==> config.mk <==
export PLATFORM = sky130hd
export DESIGN_NAME = fwd_hazard_unit
export DESIGN_NICKNAME = d
export VERILOG_FILES = /design/src/rtl/fwd_pkg.sv /design/src/rtl/fwd_src_mux.sv /design/src/rtl/fwd_hazard_unit.sv
export SDC_FILE = /design/constraint.sdc
export NUM_CORES = 1
export LEC_CHECK = 0
export ABC_AREA = 1
export CAP_MARGIN = 0
export CORE_MARGIN = 3
export CORE_UTILIZATION = 42
export DETAILED_ROUTE_END_ITERATION = 8
export HOLD_SLACK_MARGIN = 0.08
export PLACE_DENSITY = 0.89
export SETUP_SLACK_MARGIN = 0.05
export SLEW_MARGIN = 30
export SYNTH_ARGS = -nofsm -noshare
export SYNTH_HDL_FRONTEND = slang
export SYNTH_SLANG_ARGS = --single-unit
==> constraint.sdc <==
create_clock -name clk -period 4.6 [get_ports clk]
set_clock_uncertainty 0.15 [all_clocks]
set_input_delay 1.15 -clock clk [delete_from_list [all_inputs] [get_ports clk]]
set_output_delay 1.15 -clock clk [all_outputs]
set_load 0.02 [all_outputs]
==> src/rtl/fwd_pkg.sv <==
// Shared types and helpers for the EX-stage forwarding / load-use interlock unit.
package fwd_pkg;

    localparam int SAT_W          = 64;
    localparam int NUM_STAGES_DFL = 2;

    typedef enum logic {
        IDLE  = 1'b0,
        STALL = 1'b1
    } st_e;

    function automatic int sel_width(input int num_stages);
        return $clog2(num_stages + 1);
    endfunction

    // Select width for the default stage count; instances derive their own.
    localparam int SEL_W = sel_width(NUM_STAGES_DFL);

    // Saturating +1 for any counter narrower than SAT_W; caller keeps the low bits.
    function automatic logic [SAT_W-1:0] sat_inc(input logic [SAT_W-1:0] val, input int width);
        logic [SAT_W-1:0] max_v;
        max_v = (width >= SAT_W) ? {SAT_W{1'b1}} : ((SAT_W'(1) << width) - SAT_W'(1));
        return (val >= max_v) ? max_v : val + SAT_W'(1);
    endfunction

endpackage

==> src/rtl/fwd_src_mux.sv <==
// One source operand: youngest-first match over the write-back candidates, data mux and hazard flag.
// Purely combinational; the first match is final even if its data is not ready yet.
module fwd_src_mux
    import fwd_pkg::*;
#(
    parameter int XLEN       = 32,
    parameter int IDX_W      = 5,
    parameter int NUM_STAGES = 2,
    parameter int ZERO_HW    = 1,
    parameter int SW         = 2
) (
    input  logic [IDX_W-1:0]            src_idx_i,
    input  logic [XLEN-1:0]             src_data_i,
    input  logic [NUM_STAGES-1:0]       stg_wr_i,
    input  logic [NUM_STAGES*IDX_W-1:0] stg_idx_i,
    input  logic [NUM_STAGES*XLEN-1:0]  stg_data_i,
    input  logic [NUM_STAGES-1:0]       stg_rdy_i,
    output logic [XLEN-1:0]             fwd_data_o,
    output logic [SW-1:0]               fwd_sel_o,
    output logic                        hazard_o
);

    logic zero_src;
    logic found;

    assign zero_src = (ZERO_HW != 0) && (src_idx_i == '0);

    always_comb begin
        fwd_data_o = src_data_i;
        fwd_sel_o  = '0;
        hazard_o   = 1'b0;
        found      = 1'b0;
        for (int k = 0; k < NUM_STAGES; k++) begin
            if (!found && !zero_src && stg_wr_i[k] &&
                (stg_idx_i[k*IDX_W +: IDX_W] == src_idx_i)) begin
                found      = 1'b1;
                fwd_data_o = stg_data_i[k*XLEN +: XLEN];
                fwd_sel_o  = SW'(k + 1);
                hazard_o   = !stg_rdy_i[k];
            end
        end
    end

endmodule

==> src/rtl/fwd_hazard_unit.sv <==
// Operand forwarding for NUM_SRC sources plus load-use stall, stall-length watchdog and perf counters.
// Datapath and stall_o are zero-latency combinational; err_o and counters update on the clock edge.
module fwd_hazard_unit
    import fwd_pkg::*;
#(
    parameter int XLEN       = 32,
    parameter int IDX_W      = 5,
    parameter int NUM_SRC    = 2,
    parameter int NUM_STAGES = 2,
    parameter int ZERO_HW    = 1,
    parameter int MAX_STALL  = 8,
    parameter int CNT_W      = 16,
    localparam int FSEL_W    = sel_width(NUM_STAGES)
) (
    input  logic                        clk,
    input  logic                        reset,
    input  logic [NUM_SRC*IDX_W-1:0]    src_idx_i,
    input  logic [NUM_SRC*XLEN-1:0]     src_data_i,
    input  logic [NUM_STAGES-1:0]       stg_wr_i,
    input  logic [NUM_STAGES*IDX_W-1:0] stg_idx_i,
    input  logic [NUM_STAGES*XLEN-1:0]  stg_data_i,
    input  logic [NUM_STAGES-1:0]       stg_rdy_i,
    input  logic                        cnt_clr_i,
    output logic [NUM_SRC*XLEN-1:0]     fwd_data_o,
    output logic [NUM_SRC*FSEL_W-1:0]   fwd_sel_o,
    output logic                        stall_o,
    output logic                        err_o,
    output logic [CNT_W-1:0]            fwd_cnt_o,
    output logic [CNT_W-1:0]            stall_cnt_o
);

    localparam int LEN_W = $clog2(MAX_STALL + 1);

    logic [NUM_SRC-1:0] hazard;
    logic               any_fwd;

    st_e                st_q, st_d;
    logic [LEN_W-1:0]   len_q, len_d;
    logic               err_q, err_d;
    logic [CNT_W-1:0]   fwd_cnt_q, fwd_cnt_d;
    logic [CNT_W-1:0]   stall_cnt_q, stall_cnt_d;
    logic [SAT_W-1:0]   fwd_inc, stall_inc;
    logic               unused_inc_hi;

    for (genvar s = 0; s < NUM_SRC; s++) begin : g_src
        fwd_src_mux #(
            .XLEN       (XLEN),
            .IDX_W      (IDX_W),
            .NUM_STAGES (NUM_STAGES),
            .ZERO_HW    (ZERO_HW),
            .SW         (FSEL_W)
        ) u_mux (
            .src_idx_i  (src_idx_i[s*IDX_W +: IDX_W]),
            .src_data_i (src_data_i[s*XLEN +: XLEN]),
            .stg_wr_i   (stg_wr_i),
            .stg_idx_i  (stg_idx_i),
            .stg_data_i (stg_data_i),
            .stg_rdy_i  (stg_rdy_i),
            .fwd_data_o (fwd_data_o[s*XLEN +: XLEN]),
            .fwd_sel_o  (fwd_sel_o[s*FSEL_W +: FSEL_W]),
            .hazard_o   (hazard[s])
        );
    end

    // Several hazarding sources in one cycle are still a single stall cycle.
    assign stall_o = |hazard;
    assign any_fwd = |fwd_sel_o;

    always_comb begin
        st_d  = st_q;
        len_d = len_q;
        unique case (st_q)
            IDLE: begin
                if (stall_o) begin
                    st_d  = STALL;
                    len_d = LEN_W'(1);
                end else begin
                    len_d = '0;
                end
            end
            STALL: begin
                if (stall_o) begin
                    len_d = (len_q >= LEN_W'(MAX_STALL)) ? LEN_W'(MAX_STALL) : len_q + LEN_W'(1);
                end else begin
                    st_d  = IDLE;
                    len_d = '0;
                end
            end
            default: begin
                st_d  = IDLE;
                len_d = '0;
            end
        endcase
        err_d = err_q | (len_d == LEN_W'(MAX_STALL));
    end

    assign fwd_inc       = sat_inc(SAT_W'(fwd_cnt_q), CNT_W);
    assign stall_inc     = sat_inc(SAT_W'(stall_cnt_q), CNT_W);
    assign unused_inc_hi = ^{fwd_inc[SAT_W-1:CNT_W], stall_inc[SAT_W-1:CNT_W]};

    always_comb begin
        fwd_cnt_d   = fwd_cnt_q;
        stall_cnt_d = stall_cnt_q;
        if (cnt_clr_i) begin
            fwd_cnt_d   = '0;
            stall_cnt_d = '0;
        end else if (stall_o) begin
            stall_cnt_d = stall_inc[CNT_W-1:0];
        end else if (any_fwd) begin
            fwd_cnt_d   = fwd_inc[CNT_W-1:0];
        end
    end

    always_ff @(posedge clk or negedge reset) begin
        if (!reset) begin
            st_q        <= IDLE;
            len_q       <= '0;
            err_q       <= 1'b0;
            fwd_cnt_q   <= '0;
            stall_cnt_q <= '0;
        end else begin
            st_q        <= st_d;
            len_q       <= len_d;
            err_q       <= err_d;
            fwd_cnt_q   <= fwd_cnt_d;
            stall_cnt_q <= stall_cnt_d;
        end
    end

    assign err_o       = err_q;
    assign fwd_cnt_o   = fwd_cnt_q;
    assign stall_cnt_o = stall_cnt_q;

endmodule
==> run summary, run 1 <==
The maximum number of pins on one net before global-route repair is 39. The floorplan step defined a core boundary enclosing 9820 µm². The data arrival time at the worst-slack endpoint came out at 3.18 ns. Measured against its own limit, the worst slew margin works out to 36.8%.

The total length of routed met3 wires came out at 1600 µm. The power per standard cell area came out at 151 nW/µm². The first-pass iteration count of the detailed router is 6. The flow ran to the end, and the final reports show no timing, DRC or antenna violations. In the final routed layout, each cell accounts on average for 16.5 µm. The number of port buffers came out at 256. The launch point of the worst path is src_idx_i[2]. The H-tree was split into 2 levels.

Buffers inserted during clock tree synthesis total 5. By startpoint and endpoint, the worst setup path is classified as primary input to primary output. Adding up every negative setup slack in the final design gives 0 ns. The overall via count from detail_route is 5745. The cell repeated most along the worst path is nand2_1. The initial core utilization is 43.3%.

The final critical path takes up 97.3% of the cycle. The die covers 11400 µm². Routed signal wires occupy layers up through met5. Clock latency on the worst-skew pair, taken at its later pin, is 0.30 ns. The chip height is 107 µm. Compared with the post-synthesis result, the final layout area differs by 67.6%. After synthesis, the largest area contributor takes up 26.1% of total cell area. The met1 wire length came out at 7440 µm. On the worst path, the slowest cell contributes a delay of 0.54 ns.

The worst register-to-register path has a depth of 7. In this run the worst path has a maximum fanout of 20. The number of antenna violations at the first check in global routing is 2. The launch point of the worst reg-to-reg path is stall_cnt_o[0]$_DFFE_PN0P_.

The starting DRC count in detailed routing came out at 445. The count of final max-slew check failures came out at 0. Sorting the synthesized cells by area gives the leading types as nand2_1 (26%), dfrtp_1 (22%), o211ai_1 (11%). The worst setup path is launched from a primary input.

The share of total power consumed by net switching came out at 33.9%. The sum of net half-perimeters after detailed placement is 14500 µm. The number of global-route vias before repair is 5371. The internal cell power came out at 0.709 mW.

The top-level I/O count is 257. The floorplan row count came out at 36. The sequential-to-total area share from yosys stat is 22.4%. The number of setup buffers added after CTS is 0.

The total congestion overflow after global routing is 0. The number of filler instances in the final layout came out at 807. Across the VDD grid, the largest voltage drop is 0.0000957 V. The number of nets in the layout is 1129. The required time at the endpoint of the critical path is 3.30 ns. The tree is rooted in a clkbuf_8.

Static timing analysis puts the maximum clock frequency at 223 MHz. The largest individual stage delay along the critical path comes from the cell clkdlybuf4s50_1. The end point of the critical path is fwd_data_o[20]. The shortest period the worst path allows is 4.48 ns. Hold is met by 0.334 ns. The number of clock sinks seen by CTS is 38. The transition time at the pin with the least slew margin is 0.947 ns. In this run, distinct cell masters in the synthesized netlist total 35. In this run, the combinational gates consume 42.3% of the power. The synthesized area came out at 4250 µm². Setup repair after global routing left no endpoint under its margin. In this run the mean area of a mapped cell was 6.03 µm². The total global routing track utilization is 31.5%. The final weighted congestion in routability-driven placement is 0.989. The global-route wire length before repair is 28800 µm. The ratio of routed vias to standard cells came out at 5.20.

The total leakage power came out at 3.55 nW. The part of the power in the clock network came out at 26.2%. The clock transition time at the flip-flop clock pins of the worst setup and hold paths is 0.08 ns. During synthesis, Yosys emitted a total of 0 warnings. Traced cell by cell, the critical path runs through clkdlybuf4s50_1, inv_1, nand2_1, nand2_1, nor2_1, nand2_1, nor2_4, nand2_4, buf_12, o211ai_1, clkdlybuf4s15_1. The reg-to-reg critical path endpoint is stall_cnt_o[14]$_DFFE_PN0P_. The residual DRC count is 0. The final number of hold-violating endpoints came out at 0. The switching component of the power is 0.363 mW. TritonCTS built the clock tree. The floorplan step set the die width to 107 µm.

The worst setup path is captured at a primary output. Across all register-to-register paths, the minimum setup slack is 2.36 ns. The number of buffers on the longest clock path is 2. The post-synthesis cell count is 705.

Hold repair after CTS inserted 0 buffers. The ratio of cells with drive above 1 in the final layout is 11.7%. The min-delay analysis places its worst path in the category register to register. The synthesized flop and latch total came out at 38. The number of maximum-capacitance violations came out at 0.

The cell type with the largest total area after synthesis is nand2_1. The final wirelength came out at 18200 µm. Setup violations remaining at the end of the flow were counted as 0.

Per report_power, the sequential group accounts for 31.5% of the total. The post-route antenna net violation count came out at 0. Counting every net in the synthesized netlist gives 864. The routed wire length on met2 came out at 8760 µm.
-- sequential cells by signal, indices dropped and copies added (netlist names) --
signal / flops
err_o: 1
fwd_cnt_o: 16
st_q: 1
stall_cnt_o: 16
len_q: 4
-- worst min-delay path by stage --
| stage | startpoint | to | slack (ns) | depth (start not counted) |
|---|---|---|---|---|
| floorplan | len_q[3]$_DFF_PN0_ | len_q[1]$_DFF_PN0_ | 0.36 | 3 |
| global placement | err_o$_DFF_PN0_ | err_o$_DFF_PN0_ | 0.30 | 2 |
| detailed placement | err_o$_DFF_PN0_ | err_o$_DFF_PN0_ | 0.31 | 2 |
| CTS | err_o$_DFF_PN0_ | err_o$_DFF_PN0_ | 0.33 | 2 |
| global route | err_o$_DFF_PN0_ | err_o$_DFF_PN0_ | 0.37 | 2 |
| finish | err_o$_DFF_PN0_ | err_o$_DFF_PN0_ | 0.33 | 2 |
-- per-stage QoR --
step	area, µm²	std cells	power (mW)	setup WS, ns	util, %
6_report	7120	1105	1.07	0.122	72.5
3_5_place_dp	7150	1096	0.829	-0.195	72.8
3_3_place_gp	7150	1096	0.830	-0.168	72.8
4_1_cts	7170	1104	1.07	0.0798	73.1
2_1_floorplan	4250	705	0.539	0.884	-
5_1_grt	7120	1105	1.12	0.0506	72.5
-- cells in the mapped netlist --
library cell    n
o21ai_0        11
or2_2           3
o21ai_1         1
o211ai_1       64
clkbuf_1       19
inv_2          10
buf_8           1
nand2_4         6
ha_1            4
buf_6           3
nor3_1         10
nand3b_1        2
buf_2           5
xnor2_1         4
nand2_1       296
nand3b_4        1
a31o_2          1
xor2_1         11
inv_1          77
a21oi_1         6
nor2_8          1
and2_1          1
nor3_2          2
nand4_1        23
nand3_4         1
buf_4           1
nor2b_1         1
nor2_1         31
nand3_1        40
nand3_2         2
nand2_2        15
a21boi_0        3
dfrtp_1        38
nor2_4          8
nor2_2          3
-- cell families (layout without fill, tap and decap cells) --
logic type               after synthesis  after routing  synth area share (%)
XOR/XNOR                              15             15                  3.09
AND/OR/NAND/NOR                      446            446                  47.9
adder cells (fa/ha/maj)                4              4                  1.18
AO/OA/AOI/OAI                         86             86                  14.2
buffers and inverters                116            382                  11.3
other                                  0              1                     0
flip-flops                            38             38                  22.4
-- power by group through the flow --
stage	clock [mW]	combinational [mW]	sequential (mW)
5_1_grt	0.294	0.487	0.338
3_3_place_gp	0	0.486	0.344
2_1_floorplan	0	0.193	0.346
4_1_cts	0.281	0.455	0.338
3_5_place_dp	0	0.484	0.345
6_report	0.281	0.453	0.338
-- metal layers --
layer  track usage [%]  vias up
met5                 0        -
met1              40.7     2589
met2              53.6      301
met4              6.94        2
met3              7.53       40
li1                  -     2813
-- placed cells by master, fill, tap and decap left out, types with 3 or more instances in the layout --
master	n
nand2_1	296
clkdlybuf4s50_1	184
inv_1	77
o211ai_1	64
nand3_1	40
dfrtp_1	38
dlygate4sd2_1	35
nor2_1	31
buf_4	24
nand4_1	23
clkbuf_2	22
nand2_2	15
o21ai_0	11
xor2_1	11
inv_2	10
nor3_1	10
clkdlybuf4s15_1	9
nor2_4	8
clkbuf_8	8
buf_12	7
a21oi_1	6
nand2_4	6
dlymetal6s2s_1	6
xnor2_1	4
ha_1	4
nor2_2	3
a21boi_0	3
or2_2	3
-- layout make-up --
| type | instances | area [µm²] | area share (%) |
|---|---|---|---|
| sequential | 38 | 951 | 13.4 |
| tap | 133 | 166 | 2.34 |
| multi-input combinational | 551 | 2820 | 39.6 |
| timing repair buffer | 287 | 2740 | 38.5 |
| inverter | 87 | 327 | 4.59 |
| clock buffer | 8 | 110 | 1.55 |
| antenna | 1 | 2.50 | 0.0351 |
-- repair_timing --
item                       4_1_cts  5_1_grt
gates resized for setup         66       59
cloned                           0        0
setup endpoints to repair       66       55
pin swaps                        0        1
-- critical path, delay by kind of cell --
kind | cells | cell delay (ns)
AOI/OAI and AO/OA | 1 | 0.17
buffers and inverters | 4 | 1.16
and+or+nand+nor | 6 | 0.69
No activity file was read; power rests on OpenSTA's default activity.
==> inputs of run 2 (changes only) <==
- GPL_ROUTABILITY_DRIVEN: default -> 1
==> results of run 2 <==
Final layout, timing and power as in run 1 (identical DEF).
==> inputs of run 3 (changes only) <==
- CTS_CLUSTER_DIAMETER: default -> 120
- CTS_CLUSTER_SIZE: default -> 12
- SETUP_SLACK_MARGIN: 0.05 -> 0.02
==> run 3 against run 2 <==
- clock power is essentially flat
- worst setup slack lost 0.037 ns
- clock-buffer cell count is the same
- largest power group unchanged
- sequential share of layout area shrank 0.10 points
- register-to-register slack is essentially flat
- routed wire length is essentially flat
- sequential power is essentially flat
- flip-flop and latch count is the same
- hold slack lost 0.0030 ns
- core utilization grew 0.56 points
==> run summary, run 3 (synthesis results as in run 1) <==
The relative slew slack is 35.8% (was 36.8%). The number of buffers inserted during clock tree synthesis came out at 5 (unchanged). The overall via count from detail_route came out at 5717 (was 5745).

The post-route fraction of the period consumed by the critical path was 98.1% (was 97.3%). The total setup violations reported at the end of the flow is 0 (unchanged). The most common cell after layout, fill and taps aside was nand2_1 (unchanged). The data arrival time at the worst-slack endpoint is 3.21 ns (was 3.18 ns). The element type at the critical path end is a primary output (unchanged). The utilization of the core after routing came out at 73.1% (was 72.5%). The count of buffers added by post-CTS timing repair for setup came out at 0 (unchanged). The number of port buffers was 256 (unchanged). The top-level I/O count is 257 (unchanged). The horizontal extent of the die is 107 µm (unchanged). The post-route antenna net violation count came out at 0 (unchanged). The final non-filler cell area came out at 7170 µm² (was 7120 µm²). The number of global-route vias before repair is 5369 (was 5371). The shortest period the worst path allows was 4.51 ns (was 4.48 ns). Run status: finished, final reports clean (unchanged).

The area growth from synthesis to layout came out at 68.8% (was 67.6%). The top fanout value on the critical path came to 20 (unchanged). The required time at the endpoint of the critical path is 3.30 ns (about the same).

The detailed-route wire length per cell came out at 16.5 µm (about the same). The cell at the root of the clock tree was clkbuf_8 (unchanged). The final wirelength was 18200 µm (about the same). The critical path class is primary input to primary output (unchanged). The number of clock sinks seen by CTS is 38 (unchanged). The maximum vdd ir drop came out at 0.0000948 V (was 0.0000957 V). The overall die area came out at 11400 µm² (unchanged).

The starting DRC count in detailed routing came out at 452 (was 445). The maximum operating frequency was 222 MHz (was 223 MHz). The ratio of routed vias to standard cells came out at 5.17 (was 5.20).

The ratio of cells with drive above 1 in the final layout came out at 10.3% (was 11.7%). The core region area came out at 9820 µm² (unchanged). The global-route wire length before repair is 28800 µm (unchanged). The clock latency of the later-clocked register in the worst-skew pair is 0.30 ns (about the same). The residual DRC count came to 0 (unchanged). The total leakage power is 3.57 nW (was 3.55 nW). Most frequent cells in the layout: nand2_1 (296), clkdlybuf4s50_1 (185), inv_1 (77), o211ai_1 (64), dlygate4sd2_1 (47) (was nand2_1 (296), clkdlybuf4s50_1 (184), inv_1 (77), o211ai_1 (64), nand3_1 (40)). The number of H-tree levels came out at 2 (unchanged). The transition time at the pin with the least slew margin came out at 0.961 ns (was 0.947 ns). The number of nets in the layout is 1129 (unchanged). The final number of hold-violating endpoints came out at 0 (unchanged).

The number of maximum-capacitance violations is 0 (unchanged). The initial core utilization came out at 43.3% (unchanged). The maximum number of pins on one net before global-route repair came out at 39 (unchanged). The sum of net half-perimeters after detailed placement is 14500 µm (unchanged). The clock tree from TritonCTS was done (unchanged). The total global routing track utilization came out at 31.5% (unchanged). The post-placement cell area is 7150 µm² (unchanged).

The count of final max-slew check failures is 0 (unchanged). The first-pass iteration count of the detailed router is 5 (was 6). The chip height came out at 107 µm (unchanged). The worst hold path class is register to register (unchanged). The power per standard cell area came to 150 nW/µm² (was 151 nW/µm²).

The clock transition time at the flip-flop clock pins of the worst setup and hold paths is 0.08 ns (about the same). The worst slack after detailed placement is -0.195 ns (unchanged). Setup repair after global routing missed its margin: false (unchanged). The number of buffers on the longest clock path came out at 2 (unchanged).

The critical path launch point type is a primary input (unchanged). The total congestion overflow after global routing is 0 (unchanged). The final worst-path setup slack came out at 0.0858 ns (was 0.122 ns). The final weighted congestion in routability-driven placement came out at 0.989 (unchanged). The floorplan row count is 36 (unchanged). The number of antenna violations at the first check in global routing came out at 2 (unchanged).
==> run 3: cell count changes in the layout (fill, tap and decap cells not counted), sizes merged <==
cell	before	now
clkdlybuf4s15	9	10
clkbuf	30	16
dlygate4sd2	35	47
clkdlybuf4s50	184	185
==> run 3: layout make-up <==
| class | count | area, µm² |
|---|---|---|
| Clock buffer | 8 | 110 |
| Timing Repair Buffer | 287 | 2800 |
| Sequential cell | 38 | 951 |
| Inverter | 87 | 327 |
| Tap cell | 133 | 166 |
| Fill cell | 800 | 2650 |
| Multi-Input combinational cell | 551 | 2820 |
| Antenna cell | 1 | 2.50 |
==> run 3: what timing repair did <==
item | CTS | global route
hold buffers | 0 | 0
endpoints found under the hold margin | 0 | 0
gates resized for setup | 65 | 32
endpoints found under the setup margin | 65 | 29
==> run 3: path summary, 6_finish.rpt <==
check                                           start                           to  slack, ns  cells past startpoint
max reg2reg                stall_cnt_o[0]$_DFFE_PN0P_  stall_cnt_o[14]$_DFFE_PN0P_       2.36                      7
min                                   err_o$_DFF_PN0_              err_o$_DFF_PN0_       0.33                      2
max in group asynchronous                       reset     fwd_cnt_o[1]$_DFFE_PN0P_       2.83                      2
min in group asynchronous                       reset   stall_cnt_o[2]$_DFFE_PN0P_       1.12                      2
min reg2reg                           err_o$_DFF_PN0_              err_o$_DFF_PN0_       0.33                      2
max                                      src_idx_i[2]               fwd_data_o[15]       0.09                     11
==> run 3: critical path, stage by stage <==
cell and delay (ns):
clkdlybuf4s50_1 0.54, inv_1 0.11, nand2_1 0.07, nand2_1 0.05, nor2_1 0.14, nand2_1 0.12
nor2_4 0.18, nand2_4 0.14, buf_12 0.18, o211ai_1 0.17, dlygate4sd2_1 0.36
==> run 3: routing by layer <==
metal  vias to the layer above  track usage, %  share of wire, %
li1                       2816               -                 -
met1                      2597            40.7                40
met2                       272            53.6                48
met3                        30            7.59               9.0
met4                         2            6.94               2.1
met5                         -               0             0.038
==> run 3: where the power goes <==
part	total, mW	leakage, nW	internal, mW	switching [mW]
registers	0.338	0.525	0.336	0.00224
clock network	0.279	0.0575	0.152	0.128
logic	0.456	2.99	0.224	0.232
==> run 3: through the flow <==
stage / instances / hold WS (ns) / power [mW] / TNS, ns
after CTS: 1104 / 0.331 / 1.07 / 0
after global routing: 1105 / 0.367 / 1.12 / 0
after global placement: 1096 / 0.300 / 0.830 / -5.94
after floorplan: 705 / 0.359 / 0.539 / 0
final: 1105 / 0.331 / 1.07 / 0
after detailed placement: 1096 / 0.311 / 0.829 / -6.44
